File: src/rtl/step_pulse_gen_if.sv
// Button-side bundle of step_pulse_gen: enable and raw button in; step pulse,
// debounced level, busy flag and FSM state out.
interface step_pulse_gen_if;
  logic       ena;
  logic       btn_in;
  logic       step_o;
  logic       btn_level_o;
  logic       busy_o;
  logic [1:0] state_dbg;

  // Driver side (stimulus / upstream control).
  modport master (
    output ena,
    output btn_in,
    input  step_o,
    input  btn_level_o,
    input  busy_o,
    input  state_dbg
  );

  // Pulse generator side.
  modport slave (
    input  ena,
    input  btn_in,
    output step_o,
    output btn_level_o,
    output busy_o,
    output state_dbg
  );
endinterface

File: src/rtl/step_pulse_gen.sv
// Push-button to single-cycle step pulse: 2-flop synchroniser, debounce filter,
// press FSM. Define REPEAT_EN to add hold-to-repeat (REPEAT state + repeat counter).
module step_pulse_gen #(
  parameter int DEBOUNCE_CYCLES = 16
`ifdef REPEAT_EN
  ,
  parameter int REPEAT_DELAY    = 64,
  parameter int REPEAT_PERIOD   = 16
`endif
) (
  input  logic               clk,
  input  logic               reset,
  step_pulse_gen_if.slave    bus
);

  localparam int DB_W = $clog2(DEBOUNCE_CYCLES + 1);

`ifdef REPEAT_EN
  localparam int REP_MAX = (REPEAT_DELAY > REPEAT_PERIOD) ? REPEAT_DELAY : REPEAT_PERIOD;
  localparam int REP_W   = $clog2(REP_MAX + 1);

  typedef enum logic [1:0] {
    ST_IDLE   = 2'd0,
    ST_HELD   = 2'd1,
    ST_REPEAT = 2'd2
  } state_t;
`else
  typedef enum logic [1:0] {
    ST_IDLE = 2'd0,
    ST_HELD = 2'd1
  } state_t;
`endif

  logic            s1_q, s1_d;
  logic            s2_q, s2_d;
  logic [DB_W-1:0] db_cnt_q, db_cnt_d;
  logic            level_q, level_d;
  logic            step_q, step_d;
  state_t          state_q, state_d;
  logic            accept;
  logic            rise;
  logic            fall;
`ifdef REPEAT_EN
  logic [REP_W-1:0] rep_cnt_q, rep_cnt_d;
`endif

  // The synchroniser keeps sampling while ena=0 so s2 is current when re-enabled.
  always_comb begin
    s1_d     = bus.btn_in;
    s2_d     = s1_q;
    db_cnt_d = db_cnt_q;
    level_d  = level_q;
    accept   = 1'b0;
    if (bus.ena) begin
      if (s2_q != level_q) begin
        if (db_cnt_q == DB_W'(DEBOUNCE_CYCLES - 1)) begin
          accept   = 1'b1;
          level_d  = s2_q;
          db_cnt_d = '0;
        end else begin
          db_cnt_d = db_cnt_q + DB_W'(1);
        end
      end else begin
        db_cnt_d = '0;
      end
    end
  end

  assign rise = accept &  s2_q;
  assign fall = accept & ~s2_q;

  // Next state and step pulse; a debounced fall always beats a due repeat pulse.
  always_comb begin
    state_d   = state_q;
    step_d    = 1'b0;
`ifdef REPEAT_EN
    rep_cnt_d = rep_cnt_q;
`endif
    if (bus.ena) begin
      case (state_q)
        ST_IDLE: begin
          if (rise) begin
            state_d   = ST_HELD;
            step_d    = 1'b1;
`ifdef REPEAT_EN
            rep_cnt_d = '0;
`endif
          end
        end
        ST_HELD: begin
          if (fall) begin
            state_d   = ST_IDLE;
`ifdef REPEAT_EN
            rep_cnt_d = '0;
          end else if (rep_cnt_q == REP_W'(REPEAT_DELAY - 1)) begin
            state_d   = ST_REPEAT;
            step_d    = 1'b1;
            rep_cnt_d = '0;
          end else begin
            rep_cnt_d = rep_cnt_q + REP_W'(1);
`endif
          end
        end
`ifdef REPEAT_EN
        ST_REPEAT: begin
          if (fall) begin
            state_d   = ST_IDLE;
            rep_cnt_d = '0;
          end else if (rep_cnt_q == REP_W'(REPEAT_PERIOD - 1)) begin
            step_d    = 1'b1;
            rep_cnt_d = '0;
          end else begin
            rep_cnt_d = rep_cnt_q + REP_W'(1);
          end
        end
`endif
        default: begin
          state_d = ST_IDLE;
        end
      endcase
    end
  end

  always_ff @(posedge clk or posedge reset) begin
    if (reset) begin
      s1_q      <= 1'b0;
      s2_q      <= 1'b0;
      db_cnt_q  <= '0;
      level_q   <= 1'b0;
      step_q    <= 1'b0;
      state_q   <= ST_IDLE;
`ifdef REPEAT_EN
      rep_cnt_q <= '0;
`endif
    end else begin
      s1_q      <= s1_d;
      s2_q      <= s2_d;
      db_cnt_q  <= db_cnt_d;
      level_q   <= level_d;
      step_q    <= step_d;
      state_q   <= state_d;
`ifdef REPEAT_EN
      rep_cnt_q <= rep_cnt_d;
`endif
    end
  end

  assign bus.step_o      = step_q;
  assign bus.btn_level_o = level_q;
  assign bus.busy_o      = (state_q != ST_IDLE);
  assign bus.state_dbg   = state_q;

endmodule
File: src/flat_wrapper.sv
// flat-port wrapper written by rule: the top's interface ports become plain ports
module step_pulse_gen_flat 
#(
  parameter int DEBOUNCE_CYCLES = 16

)
  (clk, reset, bus_ena, bus_btn_in, bus_step_o, bus_btn_level_o, bus_busy_o, bus_state_dbg);
  step_pulse_gen_if bus_i ();
  input  logic clk;
  input  logic reset;
  input wire logic [$bits(bus_i.ena)-1:0] bus_ena;
  input wire logic [$bits(bus_i.btn_in)-1:0] bus_btn_in;
  output wire logic [$bits(bus_i.step_o)-1:0] bus_step_o;
  output wire logic [$bits(bus_i.btn_level_o)-1:0] bus_btn_level_o;
  output wire logic [$bits(bus_i.busy_o)-1:0] bus_busy_o;
  output wire logic [$bits(bus_i.state_dbg)-1:0] bus_state_dbg;
  assign bus_i.ena = bus_ena;
  assign bus_i.btn_in = bus_btn_in;
  assign bus_step_o = bus_i.step_o;
  assign bus_btn_level_o = bus_i.btn_level_o;
  assign bus_busy_o = bus_i.busy_o;
  assign bus_state_dbg = bus_i.state_dbg;
  step_pulse_gen #(.DEBOUNCE_CYCLES(DEBOUNCE_CYCLES)) u_core (.clk(clk), .reset(reset), .bus(bus_i));
endmodule
File: config.mk
export PLATFORM = sky130hd
export DESIGN_NAME = step_pulse_gen_flat
export DESIGN_NICKNAME = d
export VERILOG_FILES = /design/src/rtl/step_pulse_gen_if.sv /design/src/rtl/step_pulse_gen.sv /design/src/flat_wrapper.sv
export SDC_FILE = /design/constraint.sdc
export NUM_CORES = 1
export LEC_CHECK = 0
export ABC_CLOCK_PERIOD_IN_PS = 3250
export BUFFER_PORTS_ARGS = -buffer_cell sky130_fd_sc_hd__clkbuf_2
export CORE_AREA = 2 2 39 41
export DETAILED_ROUTE_END_ITERATION = 12
export DIE_AREA = 0 0 41 43
export SYNTH_ARGS = -nofsm -noshare
export SYNTH_HDL_FRONTEND = slang
export SYNTH_SLANG_ARGS = --single-unit
File: constraint.sdc
create_clock -name clk -period 3.25 [get_ports clk]
set_clock_uncertainty 0.1 [all_clocks]
set_input_delay 0.65 -clock clk [delete_from_list [all_inputs] [get_ports clk]]
set_output_delay 0.65 -clock clk [all_outputs]
set_load 0.03 [all_outputs]
After elaboration in Yosys (flattened, before gate mapping)
Cells that the tools add are included.
Word-level totals
  flip-flop bits (word level): 11
Cells by class
  multiplexer cells: 11
  equal/unequal tests: 5
  bitwise operators: 3
  add/sub/neg operators: 1
  reduce and logical (&&, ||, !) cells: 4
Operators with widths (count)
  two-way mux 5 bit: 2
  two-way mux 1 bit: 6
  AND reduction 3 bit: 2
  adder 5 x 1 -> 5 bit (second input constant): 1
  equality test 5 x 4 -> 1 bit (second input constant): 1
  two-way mux 2 bit: 2
  inequality test 2 x 1 -> 1 bit (second input constant): 2
  case mux 2 bit (2 select lines): 1
  AND 1 bit: 2
  equality test 2 x 1 -> 1 bit (second input constant): 1
  logical NOT 2 bit: 1
  nonzero test 2 bit: 1
  inequality test 1 bit: 1
  inverter 1 bit: 1

Depth between registers and ports, before layout
Gate-level depths: netlist of run 1.
  depth after elaboration: 8
  mapped depth: 4

Worst setup path after synthesis of run 1
OpenSTA, ideal clock, no wires.
  kind: reg2out
  from: register u_core.state_q[0] (netlist: u_core.bus.state_dbg[0])
  to: output port bus_state_dbg[0]
  cell stages (with the launch flop): 2
  path buffers: 1
  setup slack: 1.744 ns
  arrival time: 0.756 ns
  path through: dfrtp_1 -> buf_4
RTL lines
  from (decl): RTL line step_pulse_gen.sv:39  | state_t state_q, state_d;
  from (signal assigned): RTL line step_pulse_gen.sv:141  | state_q <= state_d;
  to (decl): RTL line flat_wrapper.sv:16  | output wire logic [$bits(bus_i.state_dbg)-1:0] bus_state_dbg;
No word-level cell between the ends.

Worst setup path after layout of run 1
  from: register u_core.level_q (netlist: u_core.bus.btn_level_o)
  to: output port bus_btn_level_o
RTL lines
  from (decl): RTL line step_pulse_gen.sv:37  | logic level_q, level_d;
  from (signal assigned): RTL line step_pulse_gen.sv:139  | level_q <= level_d;
  to (decl): RTL line flat_wrapper.sv:14  | output wire logic [$bits(bus_i.btn_level_o)-1:0] bus_btn_level_o;
No word-level cell between the ends.

==> impl_metrics.sql, run 1 <==
INSERT INTO impl_metrics (metric_group, metric, value, unit) VALUES
('synth', 'yosysTopAreaCell', 'sky130_fd_sc_hd__dfrtp_1', ''),
('finish', 'drive_gt1_share', '28.6', '%'),
('critical_path', 'critPathRequiredTime', '2.50', 'ns'),
('finish', 'antenna-diode-count', '0', ''),
('detailed_routing', 'drt_iter0_drc', '3', ''),
('synth', 'post_synth_instance_area', '482', 'µm²'),
('timing', 'finalWorstPathRequiredPeriod', '1.71', 'ns'),
('critical_path', 'timing.critical_path.to', 'bus_btn_level_o', ''),
('clocking', 'cts_made_buffers', '3', ''),
('timing', 'tns', '0', 'ns'),
('clocking', 'cts_clock_pin_slew_for_the_worst_setup_and_hold_paths', '0.07', 'ns'),
('critical_path', 'cp-end-kind', 'primary output', ''),
('clocking', 'clock_tree.buffer_depth', '2', ''),
('synth', 'syn-mean-instance-area', '11.7', 'µm²'),
('critical_path', 'timing.rr.start', 'u_core.db_cnt_q[0]', ''),
('synth', 'top_post_synthesis_cells_by_count', '10 x sky130_fd_sc_hd__dfrtp_1, 4 x sky130_fd_sc_hd__inv_1, 3 x sky130_fd_sc_hd__nand2_1', ''),
('timing', 'finalWorstSetupSlack', '1.54', 'ns'),
('clocking', 'clock_latency_of_the_later_clocked_register_in_the_worst_skew_pair', '0.26', 'ns'),
('synth', 'share_of_the_yosys_chip_area_belonging_to_registers', '51.9', '%'),
('critical_path', 'critical_path_launch_point', 'u_core.bus.btn_level_o', ''),
('timing', 'finalMaxSlewViolations', '0', ''),
('detailed_routing', 'drtPass1Iterations', '4', ''),
('floorplan', 'ioPinCount', '9', ''),
('clocking', 'post_cts.repair.setup_buffers', '0', ''),
('timing', 'final-setup-viol-count', '0', ''),
('floorplan', 'fp.dieW', '41', 'µm'),
('global_route', 'antenna_found_initial', '0', ''),
('power', 'maximum_resistive_drop_on_vdd', '0.000161', 'V'),
('critical_path', 'worst-r2r-setup-slack', '1.67', 'ns'),
('synth', 'ys_warn_count', '0', ''),
('critical_path', 'setup.worst_path.start_class', 'flip-flop', ''),
('critical_path', 'timing.critical_path.slowest_stage_cell', 'sky130_fd_sc_hd__dfrtp_1', ''),
('critical_path', 'timing.setup.critical_path_class', 'reg -> out', ''),
('synth', 'yosys.area.top_type_share', '51.9', '%'),
('synth', 'synthFlopType', 'sky130_fd_sc_hd__dfrtp_1', ''),
('power', 'power.density_cell_area', '465', 'nW/µm²'),
('synth', 'async_reset_ff_share', '100', '%'),
('finish', 'nFillCells', '141', ''),
('global_route', 'pin_count_of_the_biggest_net_entering_global_routing', '11', ''),
('global_route', 'overall_global_routing_usage', '12.0', '%'),
('run_status', 'outcome', 'finished, final reports clean', ''),
('critical_path', 'list_of_cells_traversed_by_the_critical_path', 'clkbuf_2', ''),
('detailed_routing', 'antenna_violating_nets_post_route', '0', ''),
('synth', 'synth_seq_cells', '10', ''),
('place', 'gpl.final_weighted_congestion', '0.734', ''),
('detailed_routing', 'route.final.wire_length', '819', 'µm'),
('place', 'place.port_buffers', '7', ''),
('hold_path', 'hold_path.class', 'in -> async', ''),
('floorplan', 'core.rowCount', '14', ''),
('clocking', 'hold_buffers', '0', ''),
('critical_path', 'timing.critical_path.slowest_cell_delay', '0.45', 'ns'),
('floorplan', 'floorplan.core_area', '1380', 'µm²'),
('timing', 'finalHoldViolCount', '0', ''),
('critical_path', 'critPathBufInv', '1', ''),
('detailed_routing', 'drc', '0', ''),
('global_route', 'grt_pass1_vias', '343', ''),
('critical_path', 'worstSetupPathDepth', '1', ''),
('critical_path', 'crit_fanout', '5', ''),
('synth', 'synth.distinct_cells', '24', ''),
('clocking', 'cts_max_level', '1', ''),
('detailed_routing', 'dr_total_vias', '329', ''),
('floorplan', 'floorplan.die.height', '43', 'µm'),
('clocking', 'clock_sink_count', '10', ''),
('synth', 'synthesis.instances', '41', ''),
('finish', 'p_r_area_growth_vs_syn', '13.0', '%'),
('critical_path', 'arrival', '0.96', 'ns'),
('clocking', 'cts.root.buffer_cell', 'sky130_fd_sc_hd__clkbuf_4', ''),
('timing', 'fmax', '586', 'MHz'),
('critical_path', 'ff2ff_path_depth', '4', ''),
('critical_path', 'r2r-end', 'u_core.bus.btn_level_o', ''),
('clocking', 'cts_tree', 'built', '');
## report_power, final
part           internal (mW)  total (mW)  leakage, nW  switching (mW)
combinational         0.0115      0.0284        0.122          0.0169
clock                 0.0428      0.0848       0.0138          0.0420
sequential             0.133       0.140        0.132         0.00725
total                  0.187       0.253        0.268          0.0662
## cells by family (layout without fill, tap and decap cells)
family	count (synthesis)	after routing	share of synthesized area, %
adders and majority gates	1	1	2.60
xor gates and xnor gates	1	1	3.38
and+or+nand+nor	12	12	17.7
muxes	1	1	2.08
other	1	1	0.778
AOI/OAI and AO/OA	9	9	15.3
buffers and inverters	6	14	6.23
DFF	10	10	51.9
## routing by layer
metal | GRT usage, % | vias to the layer above | routed length (µm)
li1 | - | 157 | -
met3 | 1.57 | 2 | 33
met1 | 14.3 | 161 | 366
met2 | 16.9 | 9 | 394
met4 | 12.0 | 0 | 24
met5 | 0 | - | 0
## worst min path at each step
stage                      from                 end  cells after the start
floorplan           u_core.s1_q         u_core.s2_q                      0
global placement    u_core.s1_q         u_core.s2_q                      0
detailed placement  u_core.s1_q         u_core.s2_q                      0
CTS                       reset  u_core.db_cnt_q[1]                      2
global route              reset         u_core.s2_q                      2
finish                    reset  u_core.db_cnt_q[1]                      2
## flip-flops by register name (all words and copies together), names as in the netlist
signal,cells
u_core.db_cnt_q,5
u_core.bus.btn_level_o,1
u_core.bus.state_dbg,1
u_core.bus.step_o,1
u_core.s1_q,1
u_core.s2_q,1
## layout make-up
class	instances	area (µm²)	area share, %
tap	16	20.0	3.68
sequential	10	250	46.0
inverter	4	15.0	2.76
timing repair buffer	7	35.0	6.44
multi-input combinational	25	201	37.0
clock buffer	3	22.5	4.14
## metrics by stage
| step | power (mW) | area [µm²] | hold WS (ns) | utilization [%] | std cells |
|---|---|---|---|---|---|
| after global placement | 0.170 | 522 | 0.233 | 37.7 | 62 |
| after global routing | 0.268 | 544 | 0.271 | 39.3 | 65 |
| after floorplan | 0.163 | 482 | 0.231 | - | 41 |
| after CTS | 0.257 | 544 | 0.247 | 39.3 | 65 |
| final | 0.253 | 544 | 0.234 | 39.3 | 65 |
| after detailed placement | 0.171 | 522 | 0.237 | 37.7 | 62 |
## cell usage in the layout (no fill, tap or decap), drive strengths merged, types with 2 or more instances in the layout
cell type and count:
nand3 2, o21ai 2, clkbuf 10, a21oi 2
dfrtp 10, inv 4, nand2 3
(Power assumes the default switching activity.)
==> inputs of run 2 (changes only) <==
--- a/config.mk
+++ b/config.mk
@@ -5,7 +5,8 @@
 export SDC_FILE = /design/constraint.sdc
 export NUM_CORES = 1
 export LEC_CHECK = 0
-export ABC_CLOCK_PERIOD_IN_PS = 3250
+export ABC_AREA = 1
+export ABC_CLOCK_PERIOD_IN_PS = 1600
 export BUFFER_PORTS_ARGS = -buffer_cell sky130_fd_sc_hd__clkbuf_2
 export CORE_AREA = 2 2 39 41
 export DETAILED_ROUTE_END_ITERATION = 12
==> constraint.sdc (replaced) <==
create_clock -name clk -period 1.6 [get_ports clk]
set_clock_uncertainty 0.1 [all_clocks]
set_input_delay 0.32 -clock clk [delete_from_list [all_inputs] [get_ports clk]]
set_output_delay 0.32 -clock clk [all_outputs]
set_load 0.03 [all_outputs]
==> impl_metrics.sql, run 2 <==
INSERT INTO impl_metrics (metric_group, metric, value, unit) VALUES
('synth', 'syn-num-nets', '64', ''),
('finish', 'nNetsFinal', '75', ''),
('hold_path', 'hold_path.class', 'in -> reg', ''),
('timing', 'finalHoldViolCount', '0', ''),
('critical_path', 'timing.critical_path.slowest_stage_cell', 'sky130_fd_sc_hd__dfrtp_1', ''),
('power', 'p_int', '0.368', 'mW'),
('floorplan', 'floorplan.die.height', '43', 'µm'),
('finish', 'finalCoreUtilization', '40.4', '%'),
('synth', 'synthesis.instances', '59', ''),
('clocking', 'cts_tree', 'built', ''),
('timing', 'fmax', '759', 'MHz'),
('timing', 'finalWorstPathRequiredPeriod', '1.32', 'ns'),
('global_route', 'antenna_found_initial', '0', ''),
('power', 'maximum_resistive_drop_on_vdd', '0.000332', 'V'),
('detailed_routing', 'drt_iter0_drc', '8', ''),
('critical_path', 'arrival', '0.90', 'ns'),
('synth', 'ys_warn_count', '0', ''),
('finish', 'commonest_cells_after_routing_fill_and_taps_aside', '22 x sky130_fd_sc_hd__nand2_1, 10 x sky130_fd_sc_hd__dfrtp_1, 7 x sky130_fd_sc_hd__inv_1, 7 x sky130_fd_sc_hd__clkbuf_2, 4 x sky130_fd_sc_hd__nand3_1', ''),
('synth', 'yosys.area.top_type_share', '51.4', '%'),
('clocking', 'clock_tree.buffer_depth', '2', ''),
('floorplan', 'initial_utilization', '35.2', '%'),
('place', 'place.port_buffers', '7', ''),
('global_route', 'grt_remaining_overflow', '0', ''),
('critical_path', 'list_of_cells_traversed_by_the_critical_path', 'clkbuf_2', ''),
('critical_path', 'critPathBufInv', '1', ''),
('finish', 'largest_register_ffs', '5', ''),
('synth', 'async_reset_ff_share', '100', '%'),
('power', 'switching_power', '0.118', 'mW'),
('finish', 'p_r_area_growth_vs_syn', '14.9', '%'),
('floorplan', 'fp.dieW', '41', 'µm'),
('critical_path', 'crit_fanout', '5', ''),
('finish', 'largest_register', 'u_core.db_cnt_q', ''),
('global_route', 'grt_pass1_vias', '309', ''),
('synth', 'synthTopCellsByArea', 'sky130_fd_sc_hd__dfrtp_1 51%, sky130_fd_sc_hd__nand2_1 17%, sky130_fd_sc_hd__inv_1 5.4%', ''),
('global_route', 'grt_first_pass_wirelength', '1290', 'µm'),
('synth', 'synth-edff-count', '0', ''),
('synth', 'share_of_the_yosys_chip_area_belonging_to_registers', '51.4', '%'),
('critical_path', 'setup.worst_path.start_class', 'flip-flop', ''),
('finish', 'finish.cell_count_without_fillers', '84', ''),
('run', 'maxCapViolations', '0', ''),
('timing', 'final.period_utilization', '82.4', '%'),
('power', 'comb_power_share', '9.0', '%'),
('place', 'place_worst_setup_slack', '0.341', 'ns'),
('place', 'gpl.final_weighted_congestion', '0.689', ''),
('synth', 'syn-mean-instance-area', '8.25', 'µm²'),
('detailed_routing', 'drt-vias-per-instance', '4.33', ''),
('clocking', 'cts_clock_pin_slew_for_the_worst_setup_and_hold_paths', '0.06', 'ns'),
('place', 'hpwlAfterDp', '590', 'µm'),
('critical_path', 'critPathRequiredTime', '1.18', 'ns'),
('timing', 'finalMaxSlewViolations', '0', ''),
('floorplan', 'ioPinCount', '9', ''),
('clocking', 'clock_sink_count', '10', ''),
('timing', 'final-setup-viol-count', '0', ''),
('timing', 'tns', '0', 'ns'),
('clocking', 'cts_made_buffers', '3', ''),
('detailed_routing', 'route.final.wire_length', '745', 'µm'),
('run_status', 'outcome', 'finished, final reports clean', ''),
('finish', 'drive_gt1_share', '25.0', '%'),
('critical_path', 'cp-end-kind', 'primary output', ''),
('synth', 'synth_seq_cells', '10', ''),
('detailed_routing', 'route.detailed.wl_per_inst', '8.87', 'µm'),
('finish', 'mostFrequentLayoutCell', 'sky130_fd_sc_hd__nand2_1', ''),
('finish', 'antenna-diode-count', '0', ''),
('power', 'p_leak', '0.310', 'nW'),
('synth', 'post-synth-top-count-cell', 'sky130_fd_sc_hd__nand2_1', ''),
('timing', 'fin_hold_ws', '0.0695', 'ns'),
('floorplan', 'core.rowCount', '14', ''),
('critical_path', 'timing.setup.critical_path_class', 'reg -> out', ''),
('clocking', 'cts.root.buffer_cell', 'sky130_fd_sc_hd__clkbuf_4', ''),
('clocking', 'post_cts.repair.setup_buffers', '0', ''),
('detailed_routing', 'drc', '0', ''),
('synth', 'post_synth_instance_area', '487', 'µm²'),
('floorplan', 'design.die.area', '1760', 'µm²'),
('clocking', 'clock_latency_of_the_later_clocked_register_in_the_worst_skew_pair', '0.25', 'ns'),
('power', 'share_of_power_burned_in_registers', '57.4', '%'),
('place', 'post-place-cells', '80', ''),
('power', 'power.density_cell_area', '868', 'nW/µm²'),
('global_route', 'overall_global_routing_usage', '11.5', '%'),
('detailed_routing', 'drtPass1Iterations', '3', ''),
('detailed_routing', 'antenna_violating_nets_post_route', '0', ''),
('synth', 'top_post_synthesis_cells_by_count', '22 x sky130_fd_sc_hd__nand2_1, 10 x sky130_fd_sc_hd__dfrtp_1, 7 x sky130_fd_sc_hd__inv_1, 4 x sky130_fd_sc_hd__nand3_1', ''),
('detailed_routing', 'dr_total_vias', '364', ''),
('synth', 'yosysTopAreaCell', 'sky130_fd_sc_hd__dfrtp_1', ''),
('power', 'power.switching_fraction', '24.2', '%'),
('power', 'share_clk_of_total_power', '33.6', '%'),
('critical_path', 'timing.critical_path.slowest_cell_delay', '0.41', 'ns'),
('global_route', 'pin_count_of_the_biggest_net_entering_global_routing', '11', ''),
('floorplan', 'floorplan.core_area', '1380', 'µm²'),
('timing', 'finalWorstSetupSlack', '0.282', 'ns'),
('synth', 'synthFlopType', 'sky130_fd_sc_hd__dfrtp_1', ''),
('critical_path', 'critical-path-top-delay-family', 'flip-flops', ''),
('timing', 'rsz0062_at_grt', 'no', ''),
('clocking', 'cts_max_level', '1', ''),
('synth', 'synth.distinct_cells', '15', '');
## run 2: area by class of cell
class | count | area, µm²
multi-input cells | 39 | 191
inverters | 8 | 30.0
clock buffers | 3 | 22.5
fillers | 149 | 825
repair buffers | 8 | 45.0
well taps | 16 | 20.0
flip-flops and latches | 10 | 250
## run 2: power by group through the flow
stage                     clock network, mW  registers, mW  logic (mW)
final                                 0.163          0.279      0.0437
after global routing                  0.186          0.281      0.0514
after CTS                             0.169          0.278      0.0445
after detailed placement                  0          0.283      0.0421
after global placement                    0          0.283      0.0427
after floorplan                           0          0.280      0.0326
## run 2: cells by family after synthesis
kind of cell	share of synthesized area (%)
fa+ha+maj	2.57
compound gates	2.06
buf+inv	9.25
other cells	0.770
simple gates	33.9
flops	51.4
## run 2: worst reg2reg max path, cell delays in order (launching register included)
cell	delay, ns
sky130_fd_sc_hd__dfrtp_1	0.41
sky130_fd_sc_hd__ha_1	0.20
sky130_fd_sc_hd__nand2_2	0.08
sky130_fd_sc_hd__nor2_4	0.14
sky130_fd_sc_hd__nand3_1	0.10
sky130_fd_sc_hd__nand2_1	0.07
sky130_fd_sc_hd__nand2_1	0.05
## run 2: per-stage QoR
stage | total power, mW | instance area [µm²]
2_1_floorplan | 0.313 | 487
3_3_place_gp | 0.325 | 527
3_5_place_dp | 0.325 | 527
4_1_cts | 0.492 | 559
5_1_grt | 0.518 | 559
6_report | 0.485 | 559
## run 2: routing by layer
layer | GRT usage, % | part of all wire, % | up-vias
met3 | 3.14 | 2.8 | 2
li1 | - | - | 196
met4 | 12.0 | 2.0 | 0
met2 | 12.2 | 45 | 4
met1 | 16.8 | 50 | 162
met5 | 0 | 0 | -
## run 2: path summary, 6_finish.rpt
| path | from | to | slack, ns | cells after the start |
|---|---|---|---|---|
| min in group asynchronous | reset | u_core.db_cnt_q[4] | 0.46 | 3 |
| worst min-delay path | bus_btn_in | u_core.s1_q | 0.07 | 1 |
| max in group asynchronous | reset | u_core.bus.btn_level_o | 0.67 | 3 |
| worst min register to register | u_core.s1_q | u_core.s2_q | 0.25 | 0 |
| worst max-delay path | u_core.bus.btn_level_o | bus_btn_level_o | 0.28 | 1 |
| worst max register to register | u_core.db_cnt_q[1] | u_core.bus.state_dbg[0] | 0.33 | 6 |
## run 2: timing repair
item	in CTS	in global routing
endpoints found under the hold margin	10	0
gates resized for setup	0	0
hold buffers	1	0
